[src/rtl/bram_bank_power_sequencer.sv]
// Per-bank BRAM SLEEP sequencer: staggered wake grants, wake-latency tracking
// and a hold timer that keeps banks awake across short request dips.
module bram_bank_power_sequencer #(
  parameter int unsigned NUM_BANKS      = 8,
  parameter int unsigned WAKE_CYCLES    = 4,
  parameter int unsigned STAGGER_CYCLES = 2,
  parameter int unsigned SLEEP_DELAY    = 16
) (
  input  logic                 clk,
  input  logic                 rst_n,
  input  logic [NUM_BANKS-1:0] bank_power_en,
  output logic [NUM_BANKS-1:0] bank_sleep,
  output logic [NUM_BANKS-1:0] bank_ready,
  output logic                 all_ready,
  output logic                 seq_busy
);

  localparam int unsigned MAX_CYCLES = (WAKE_CYCLES > SLEEP_DELAY) ? WAKE_CYCLES : SLEEP_DELAY;
  localparam int unsigned CNT_W      = $clog2(MAX_CYCLES + 1);
  localparam int unsigned STG_W      = (STAGGER_CYCLES > 1) ? $clog2(STAGGER_CYCLES) : 1;

  typedef enum logic [1:0] {
    ST_SLEEP  = 2'd0,
    ST_WAKING = 2'd1,
    ST_AWAKE  = 2'd2,
    ST_HOLD   = 2'd3
  } state_t;

  state_t               r_state     [NUM_BANKS];
  state_t               w_state_nxt [NUM_BANKS];
  logic [CNT_W-1:0]     r_cnt       [NUM_BANKS];
  logic [CNT_W-1:0]     w_cnt_nxt   [NUM_BANKS];
  logic [STG_W-1:0]     r_stagger;
  logic [STG_W-1:0]     w_stagger_nxt;
  logic [NUM_BANKS-1:0] r_sleep;
  logic [NUM_BANKS-1:0] r_ready;
  logic [NUM_BANKS-1:0] w_sleep_nxt;
  logic [NUM_BANKS-1:0] w_ready_nxt;
  logic [NUM_BANKS-1:0] w_sleep_mask;
  logic [NUM_BANKS-1:0] w_waking_mask;
  logic [NUM_BANKS-1:0] w_grant;
  logic                 w_found;

  // Fixed-priority wake arbiter gated by the shared stagger timer.
  always_comb begin
    w_grant       = '0;
    w_found       = 1'b0;
    w_sleep_mask  = '0;
    w_waking_mask = '0;
    w_stagger_nxt = r_stagger;
    for (int i = 0; i < NUM_BANKS; i++) begin
      w_sleep_mask[i]  = (r_state[i] == ST_SLEEP);
      w_waking_mask[i] = (r_state[i] == ST_WAKING);
    end
    if (r_stagger == '0) begin
      for (int i = 0; i < NUM_BANKS; i++) begin
        if (!w_found && bank_power_en[i] && w_sleep_mask[i]) begin
          w_grant[i] = 1'b1;
          w_found    = 1'b1;
        end
      end
    end
    if (w_found) begin
      w_stagger_nxt = STG_W'(STAGGER_CYCLES - 1);
    end else if (r_stagger != '0) begin
      w_stagger_nxt = r_stagger - STG_W'(1);
    end
  end

  // Per-bank next state; a counter value of 1 means it expires on this edge.
  always_comb begin
    w_sleep_nxt = '0;
    w_ready_nxt = '0;
    for (int i = 0; i < NUM_BANKS; i++) begin
      w_state_nxt[i] = r_state[i];
      w_cnt_nxt[i]   = r_cnt[i];
      case (r_state[i])
        ST_SLEEP: begin
          if (w_grant[i]) begin
            w_state_nxt[i] = ST_WAKING;
            w_cnt_nxt[i]   = CNT_W'(WAKE_CYCLES);
          end
        end
        ST_WAKING: begin
          if (r_cnt[i] <= CNT_W'(1)) begin
            if (bank_power_en[i]) begin
              w_state_nxt[i] = ST_AWAKE;
              w_cnt_nxt[i]   = '0;
            end else begin
              w_state_nxt[i] = ST_HOLD;
              w_cnt_nxt[i]   = CNT_W'(SLEEP_DELAY);
            end
          end else begin
            w_cnt_nxt[i] = r_cnt[i] - CNT_W'(1);
          end
        end
        ST_AWAKE: begin
          if (!bank_power_en[i]) begin
            w_state_nxt[i] = ST_HOLD;
            w_cnt_nxt[i]   = CNT_W'(SLEEP_DELAY);
          end
        end
        ST_HOLD: begin
          if (bank_power_en[i]) begin
            w_state_nxt[i] = ST_AWAKE;
            w_cnt_nxt[i]   = '0;
          end else if (r_cnt[i] <= CNT_W'(1)) begin
            w_state_nxt[i] = ST_SLEEP;
            w_cnt_nxt[i]   = '0;
          end else begin
            w_cnt_nxt[i] = r_cnt[i] - CNT_W'(1);
          end
        end
        default: begin
          w_state_nxt[i] = ST_SLEEP;
          w_cnt_nxt[i]   = '0;
        end
      endcase
      w_sleep_nxt[i] = (w_state_nxt[i] == ST_SLEEP);
      w_ready_nxt[i] = (w_state_nxt[i] == ST_AWAKE) || (w_state_nxt[i] == ST_HOLD);
    end
  end

  always_ff @(posedge clk or negedge rst_n) begin
    if (!rst_n) begin
      for (int i = 0; i < NUM_BANKS; i++) begin
        r_state[i] <= ST_SLEEP;
        r_cnt[i]   <= '0;
      end
      r_stagger <= '0;
      r_sleep   <= '1;
      r_ready   <= '0;
    end else begin
      for (int i = 0; i < NUM_BANKS; i++) begin
        r_state[i] <= w_state_nxt[i];
        r_cnt[i]   <= w_cnt_nxt[i];
      end
      r_stagger <= w_stagger_nxt;
      r_sleep   <= w_sleep_nxt;
      r_ready   <= w_ready_nxt;
    end
  end

  assign bank_sleep = r_sleep;
  assign bank_ready = r_ready;
  assign all_ready  = &(r_ready | ~bank_power_en);
  assign seq_busy   = (|w_waking_mask) | (|(bank_power_en & w_sleep_mask));

endmodule

[config.mk]
export PLATFORM = sky130hd
export DESIGN_NAME = bram_bank_power_sequencer
export DESIGN_NICKNAME = d
export VERILOG_FILES = /design/src/rtl/bram_bank_power_sequencer.sv
export SDC_FILE = /design/constraint.sdc
export NUM_CORES = 1
export LEC_CHECK = 0
export BUFFER_PORTS_ARGS = -buffer_cell sky130_fd_sc_hd__buf_2
export CAP_MARGIN = 20
export CORE_ASPECT_RATIO = 0.7
export CORE_MARGIN = 2
export CORE_UTILIZATION = 50
export DETAILED_ROUTE_END_ITERATION = 10
export PLACE_DENSITY = 0.7
export SLEW_MARGIN = 20
export SYNTH_ARGS = -nofsm -noshare
export SYNTH_HDL_FRONTEND = slang
export SYNTH_SLANG_ARGS = --single-unit
[constraint.sdc]
create_clock -name clk -period 1.6 [get_ports clk]
set_input_delay 0.08 -clock clk [delete_from_list [all_inputs] [get_ports clk]]
set_output_delay 0.08 -clock clk [all_outputs]
set_load 0.1 [all_outputs]
==> run summary, run 1 <==
Outcome: finished with violations
Failing checks: negative setup slack
Starting density of the core: 0.516
HP Class: in2reg
Setup ws final: -0.395 ns
Die ar.: 9520 um^2
Worst Tran Pin Value: 0.579 ns
GRT Total Usage: 0.268
Io pins: 28
Min Clock Period, post-route: 1.99 ns
Clk slew on worst S/H paths: 0.06 ns
Leak: 2.93 nW
Global route overflow: 0
Max-slew violation count: 0
Largest net degree at the start of global routing: 29
CP Max Fanout: 4
Reg2reg path depth: 5
Die width: 116 um
DRC viols: 0
Routed len/inst: 18.7 um
First-pass GRT wire length: 19.7 mm
Initial antenna violation count: 0
MaxCap Viol Count: 0
DRT antenna net count: 0
Setup CP Type: reg2out
Filler cells: 523
Top-area cell type share of the netlist area: 0.360
Worst EP arrival: 1.91 ns
Dominant synthesized flop cell: dfrtp_1
FMAX: 0.501 GHz
Worst hold path stage count: 2
CTS buffer count: 9
CTS H-tree lvls: 3
Syn. warnings: 0
R2r startpoint: r_state[9]
Min-delay src: bank_power_en[6]
Cell Pwr Density: 2430 nW/um^2
Most frequent cells in the layout: buf_4 (96), dfrtp_1 (54), inv_1 (29), nand2_1 (29), nor2_1 (28)
R2R Path End: r_cnt[23]
Syn Std Cell Area: 4370 um^2
TritonCTS clock tree: yes
Leading area contributor after synthesis: dfrtp_1
Core box area: 8480 um^2
Post-synthesis async set-or-reset flop share: 1.00
Clk_skew: 0.00834 ns
Syn_nets: 511
Cells after Synth: 485
Clk Latency, worst-skew pair: 0.34 ns
Rel. slew slack: 0.614
CTS Buffer Depth: 2
Ant. Diodes: 0
Setup crit start: r_state[13]
Layout cells sized above 1: 0.474
R2R setup slack: -0.34 ns
IO Port Bufs: 27
RSZ-0062 raised after global routing: yes
GPL Wtd Cong: 0.885
Fin nets: 652
Dpl cell area: 5420 um^2
Dpl ws: -0.200 ns
Setup-failing EPs final: 38
Total number of vias: 4,599
Final Cycle Share: 1.25
Endpoint type of the worst setup path: output pin
Synth area leaders: dfrtp_1 (36%), dfstp_2 (4.8%), ha_1 (4.6%), inv_1 (3.4%), a21oi_1 (3.2%)
Chip Height: 82.3 um
Final hold vios: 0
P&R area growth vs syn: 52.3%
Register area share after synthesis: 0.408
Design Area, Final: 6660 um^2
CP required: 1.52 ns
Clk sinks: 71
Crit start category: flop
Number of vias per cell: 6.12
Vias in the first global route: 4,038
WHS Endpoint: bank_sleep[6]
Placement Rows: 28
Synthesized flop and latch total: 71
DRT iter0 DRCs: 466
Commonest non-fill, non-tap cell in the layout: buf_4
WL final: 14.1 mm
Hpwl dp: 8.59 mm
CTS Root Cell: clkbuf_16
Syn avg cell area: 9.02 um^2
Unique masters post-synth: 64
Post-synth EDFFs: 0
Peak supply drop: 1.50 mV
First-pass DRT Iterations: 5
[layer usage]
layer | up-vias | wire length (um) | GRT usage
met3 | 33 | 1050 | 0.0599
met2 | 224 | 6800 | 0.424
li1 | 2088 | - | -
met1 | 2254 | 5930 | 0.373
met4 | 0 | 268 | 0.0786
met5 | - | 0 | 0
[cells in the mapped netlist (4+ instances only)]
master,n
a21oi_1,28
o21bai_1,11
o31ai_1,4
nor4_1,5
inv_1,40
and3_1,7
a31oi_1,9
nand2_1,34
a311oi_1,4
or2_2,5
nor2b_1,12
a21o_1,5
a221o_1,5
clkbuf_1,9
a41oi_1,4
or3b_2,5
a22o_1,4
nor3b_1,7
o22ai_1,8
ha_1,16
a221oi_1,5
buf_2,7
o31a_1,5
a211oi_1,5
nor3_1,17
nand3_1,13
dfstp_2,8
a211o_1,6
dfrtp_1,63
nand2b_1,10
o21ai_0,24
nand4_1,5
xnor2_1,7
and2_1,5
o2bb2ai_1,8
nor2_1,32
[sequential cells by signal (all words and copies together) (netlist names)]
name	count
r_state	16
r_cnt	40
bank_ready	6
r_stagger	1
bank_sleep	8
[final cells by class]
cell class,count,area [um^2],area share
Clock buffer,13,260,0.0391
Inverter,40,153,0.0229
Multi-Input combinational cell,355,3050,0.458
Tap cell,120,150,0.0225
Sequential cell,71,1810,0.271
Timing Repair Buffer,149,1200,0.180
Clock inverter,3,42.5,0.00639
[stage by stage]
step / power (W) / instances / utilization / TNS (ns) / hold WS [ns]
6_report: 0.0162 / 751 / 0.786 / -4.65 / 0.0180
2_1_floorplan: 0.00895 / 485 / - / -0.895 / -0.216
5_1_grt: 0.0170 / 751 / 0.786 / -6.44 / 0.0240
4_1_cts: 0.0144 / 733 / 0.715 / -2.25 / 0.0111
3_5_place_dp: 0.0115 / 704 / 0.639 / -1.52 / 0.101
3_3_place_gp: 0.0112 / 704 / 0.639 / -0.818 / 0.0992
[worst max-delay path, cell delays in order (launching register included)]
cell	delay, ns
dfrtp_1	0.42
nor3b_4	0.08
a211oi_1	0.26
nand4_1	0.16
or4_4	0.47
buf_12	0.19
[kinds of logic (layout without fill, tap and decap cells)]
family | count (synthesis) | count (layout) | synth area share
XOR/XNOR | 9 | 9 | 0.0180
flip-flops | 71 | 71 | 0.408
multiplexers | 2 | 2 | 0.00458
AND/OR/NAND/NOR | 170 | 170 | 0.209
buffers and inverters | 59 | 205 | 0.0561
adder cells (fa/ha/maj) | 16 | 16 | 0.0458
AO/OA/AOI/OAI | 158 | 158 | 0.258
[repair_timing]
action / 4_1_cts / 5_1_grt
cloned: 0 / 1
setup endpoints to repair: 37 / 54
hold buffers: 1 / 0
endpoints found under the hold margin: 19 / 0
setup buffers: 13 / 18
resized for setup: 61 / 109
pin swaps: 24 / 33
[how the worst max path moves through the flow]
stage	slack, ns	to
3_3_place_gp	-0.14	r_cnt[23]
5_1_grt	-0.44	seq_busy
2_1_floorplan	-0.50	all_ready
3_5_place_dp	-0.20	r_cnt[23]
4_1_cts	-0.38	seq_busy
6_report	-0.39	seq_busy
[where the power goes]
| group | switching [W] | internal (W) |
|---|---|---|
| Clock | 0.000763 | 0.00129 |
| Sequential | 0.000793 | 0.00265 |
| Combinational | 0.00607 | 0.00461 |
| Total | 0.00762 | 0.00856 |
Note: power is estimated with default switching activity, not from simulation.
==> run 2: changes to the inputs <==
--- a/config.mk
+++ b/config.mk
@@ -5,13 +5,13 @@
 export SDC_FILE = /design/constraint.sdc
 export NUM_CORES = 1
 export LEC_CHECK = 0
+export ABC_CLOCK_PERIOD_IN_PS = 1600
 export BUFFER_PORTS_ARGS = -buffer_cell sky130_fd_sc_hd__buf_2
 export CAP_MARGIN = 20
 export CORE_ASPECT_RATIO = 0.7
 export CORE_MARGIN = 2
-export CORE_UTILIZATION = 50
+export CORE_UTILIZATION = 38
 export DETAILED_ROUTE_END_ITERATION = 10
-export PLACE_DENSITY = 0.7
 export SLEW_MARGIN = 20
 export SYNTH_ARGS = -nofsm -noshare
 export SYNTH_HDL_FRONTEND = slang
==> run 2 against run 1 <==
Effect of this change: the run still ends with negative setup slack left; maximum frequency is 2.2% lower; non-clock buffer count is 3 higher; flip-flop and latch count stayed put; count of clock-buffer cells in the layout is 2 lower; sequential power is 1% lower; critical path type unchanged; largest power group unchanged; largest cell class unchanged; highest routed layer unchanged; final area is 1.1% higher; die area is 30% higher; clock skew hardly changed; setup slack worse by 0.045 ns.
==> run summary, run 2 (synthesis results as in run 1) <==
Placement Rows: 32 (+14%)
GRT Total Usage: 0.200 (-0.0688)
Setup-failing EPs final: 47 (+24%)
Endpoint type of the worst setup path: output pin
Setup ws final: -0.439 ns (-0.0445 ns)
Total power: 0.0163 W (+0.75%)
Total number of vias: 4,380 (-4.8%)
Logic pwr share: 0.646 (-0.014)
Worst Tran Pin Value: 0.645 ns (+0.0652 ns)
Max-slew violation count: 0 (unchanged)
HP Class: in2reg
Largest net degree at the start of global routing: 39 (+34%)
Routed len/inst: 16.6 um (-11%)
CTS H-tree lvls: 3 (unchanged)
MaxCap Viol Count: 0 (unchanged)
Biggest register: r_cnt
Setup CP Type: reg2out
Chip Height: 93.8 um (+14%)
DRT iter0 DRCs: 236 (-49%)
Ant. Diodes: 0 (unchanged)
Most frequent cells in the layout: buf_4 (101), dfrtp_1 (55), inv_1 (34)
CP Max Fanout: 4 (unchanged)
WL final: 13.1 mm (-7.0%)
Layout cells sized above 1: 0.457 (-0.0164)
IO Port Bufs: 27 (unchanged)
Core box area: 11,100 um^2 (+31%)
Final Cycle Share: 1.27 (+0.0278)
Clk sinks: 71 (unchanged)
Power share of the sequential group: 0.209 (-0.004)
CP required: 1.52 ns (about the same)
CTS Root Cell: clkbuf_16
Clk Latency, worst-skew pair: 0.34 ns (about the same)
Largest register FFs: 40 (unchanged)
Rel. slew slack: 0.569 (-0.0451)
RSZ-0062 raised after global routing: yes
CTS buffer count: 9 (unchanged)
Min Clock Period, post-route: 2.04 ns (+0.0445 ns)
DRC viols: 0 (unchanged)
Cell Pwr Density: 2420 nW/um^2 (-0.39%)
TritonCTS clock tree: yes
Vias in the first global route: 4,022 (-0.40%)
Clk slew on worst S/H paths: 0.06 ns (about the same)
Outcome: finished with violations
Worst EP arrival: 1.96 ns (+0.05 ns)
Die ar.: 12,400 um^2 (+30%)
CTS Buffer Depth: 2 (unchanged)
Hpwl dp: 8.49 mm (-1.1%)
Final hold vios: 0 (unchanged)
Global route overflow: 0 (unchanged)
DRT antenna net count: 0 (unchanged)
GPL Wtd Cong: 0.832 (-6.0%)
Internal: 0.00883 W (+3.2%)
Crit start category: flop
First-pass GRT wire length: 19.7 mm (-0.35%)
Dpl ws: -0.198 ns (+0.00273 ns)
Clk_skew: 0.00854 ns (+0.000203 ns)
First-pass DRT Iterations: 5 (unchanged)
Net Sw Frac: 0.458 (-0.0128)
Starting density of the core: 0.393 (-0.123)
P&R area growth vs syn: 54.0%
Peak supply drop: 1.40 mV (-6.4%)
Failing checks: negative setup slack
FMAX: 0.490 GHz (-2.2%)
Number of vias per cell: 5.57 (-9.1%)
Clock power share: 0.146 (+0.019)
Leak: 2.94 nW (+0.23%)
Initial antenna violation count: 0 (unchanged)
Die width: 132 um (+14%)
Io pins: 28 (unchanged)
Commonest non-fill, non-tap cell in the layout: buf_4
Switch Pwr: 0.00747 W (-2.0%)
Fin nets: 655 (+0.46%)
-- run 2: worst paths after layout --
kind | depth (start not counted) | to | start | slack [ns]
worst max-delay path | 5 | seq_busy | r_state[9] | -0.44
max in group asynchronous | 3 | r_state[7] | rst_n | 0.90
worst min-delay path | 2 | bank_sleep[5] | bank_power_en[5] | 0.04
worst max register to register | 6 | r_cnt[14] | r_state[15] | -0.33
min in group asynchronous | 3 | r_cnt[33] | rst_n | 0.24
worst min register to register | 1 | r_cnt[26] | r_cnt[26] | 0.55
-- run 2: critical path, cell delays in order, from the launching register on --
cell      delay (ns)
dfrtp_2         0.42
buf_4           0.13
o22ai_1         0.07
nand3b_1        0.21
or4_4           0.60
buf_12          0.19
-- run 2: final cells by class --
| class | count | area, um^2 |
|---|---|---|
| Clock buffer | 11 | 243 |
| Timing Repair Buffer | 152 | 1210 |
| Fill cell | 889 | 4390 |
| Inverter | 40 | 150 |
| Clock inverter | 5 | 105 |
| Tap cell | 153 | 191 |
| Sequential cell | 71 | 1800 |
| Multi-Input combinational cell | 355 | 3030 |
-- run 2: power groups by stage --
stage	Combinational, W	Sequential [W]	Clock [W]
after floorplan	0.00463	0.00432	0
after global placement	0.00810	0.00327	0
after detailed placement	0.00826	0.00331	0
after CTS	0.00887	0.00333	0.00240
after global routing	0.0113	0.00350	0.00250
final	0.0105	0.00340	0.00237
-- run 2: routing by layer --
layer,up-vias,share of wire,GRT usage
li1,2101,-,-
met1,2154,0.47,0.276
met2,104,0.48,0.310
met3,21,0.040,0.0523
met4,0,0.014,0.0565
met5,-,0,0
-- run 2: timing repair --
item                                   CTS  global route
gates cloned                             0             1
pin swaps                               10            43
setup endpoints to repair               37            57
hold buffers                             2             0
resized for setup                       54           101
endpoints found under the hold margin   68             0
buffers inserted                         4            26
-- run 2: metrics by stage --
stage,TNS (ns),instance area (um^2),hold slack [ns],cells,util
3_5_place_dp,-1.66,5500,0.0790,743,0.494
3_3_place_gp,-0.562,5500,0.0818,743,0.494
2_1_floorplan,-0.895,4530,-0.216,485,-
4_1_cts,-1.71,6110,0.0631,765,0.549
6_report,-6.92,6740,0.0435,787,0.605
5_1_grt,-10.09,6740,0.0346,787,0.605
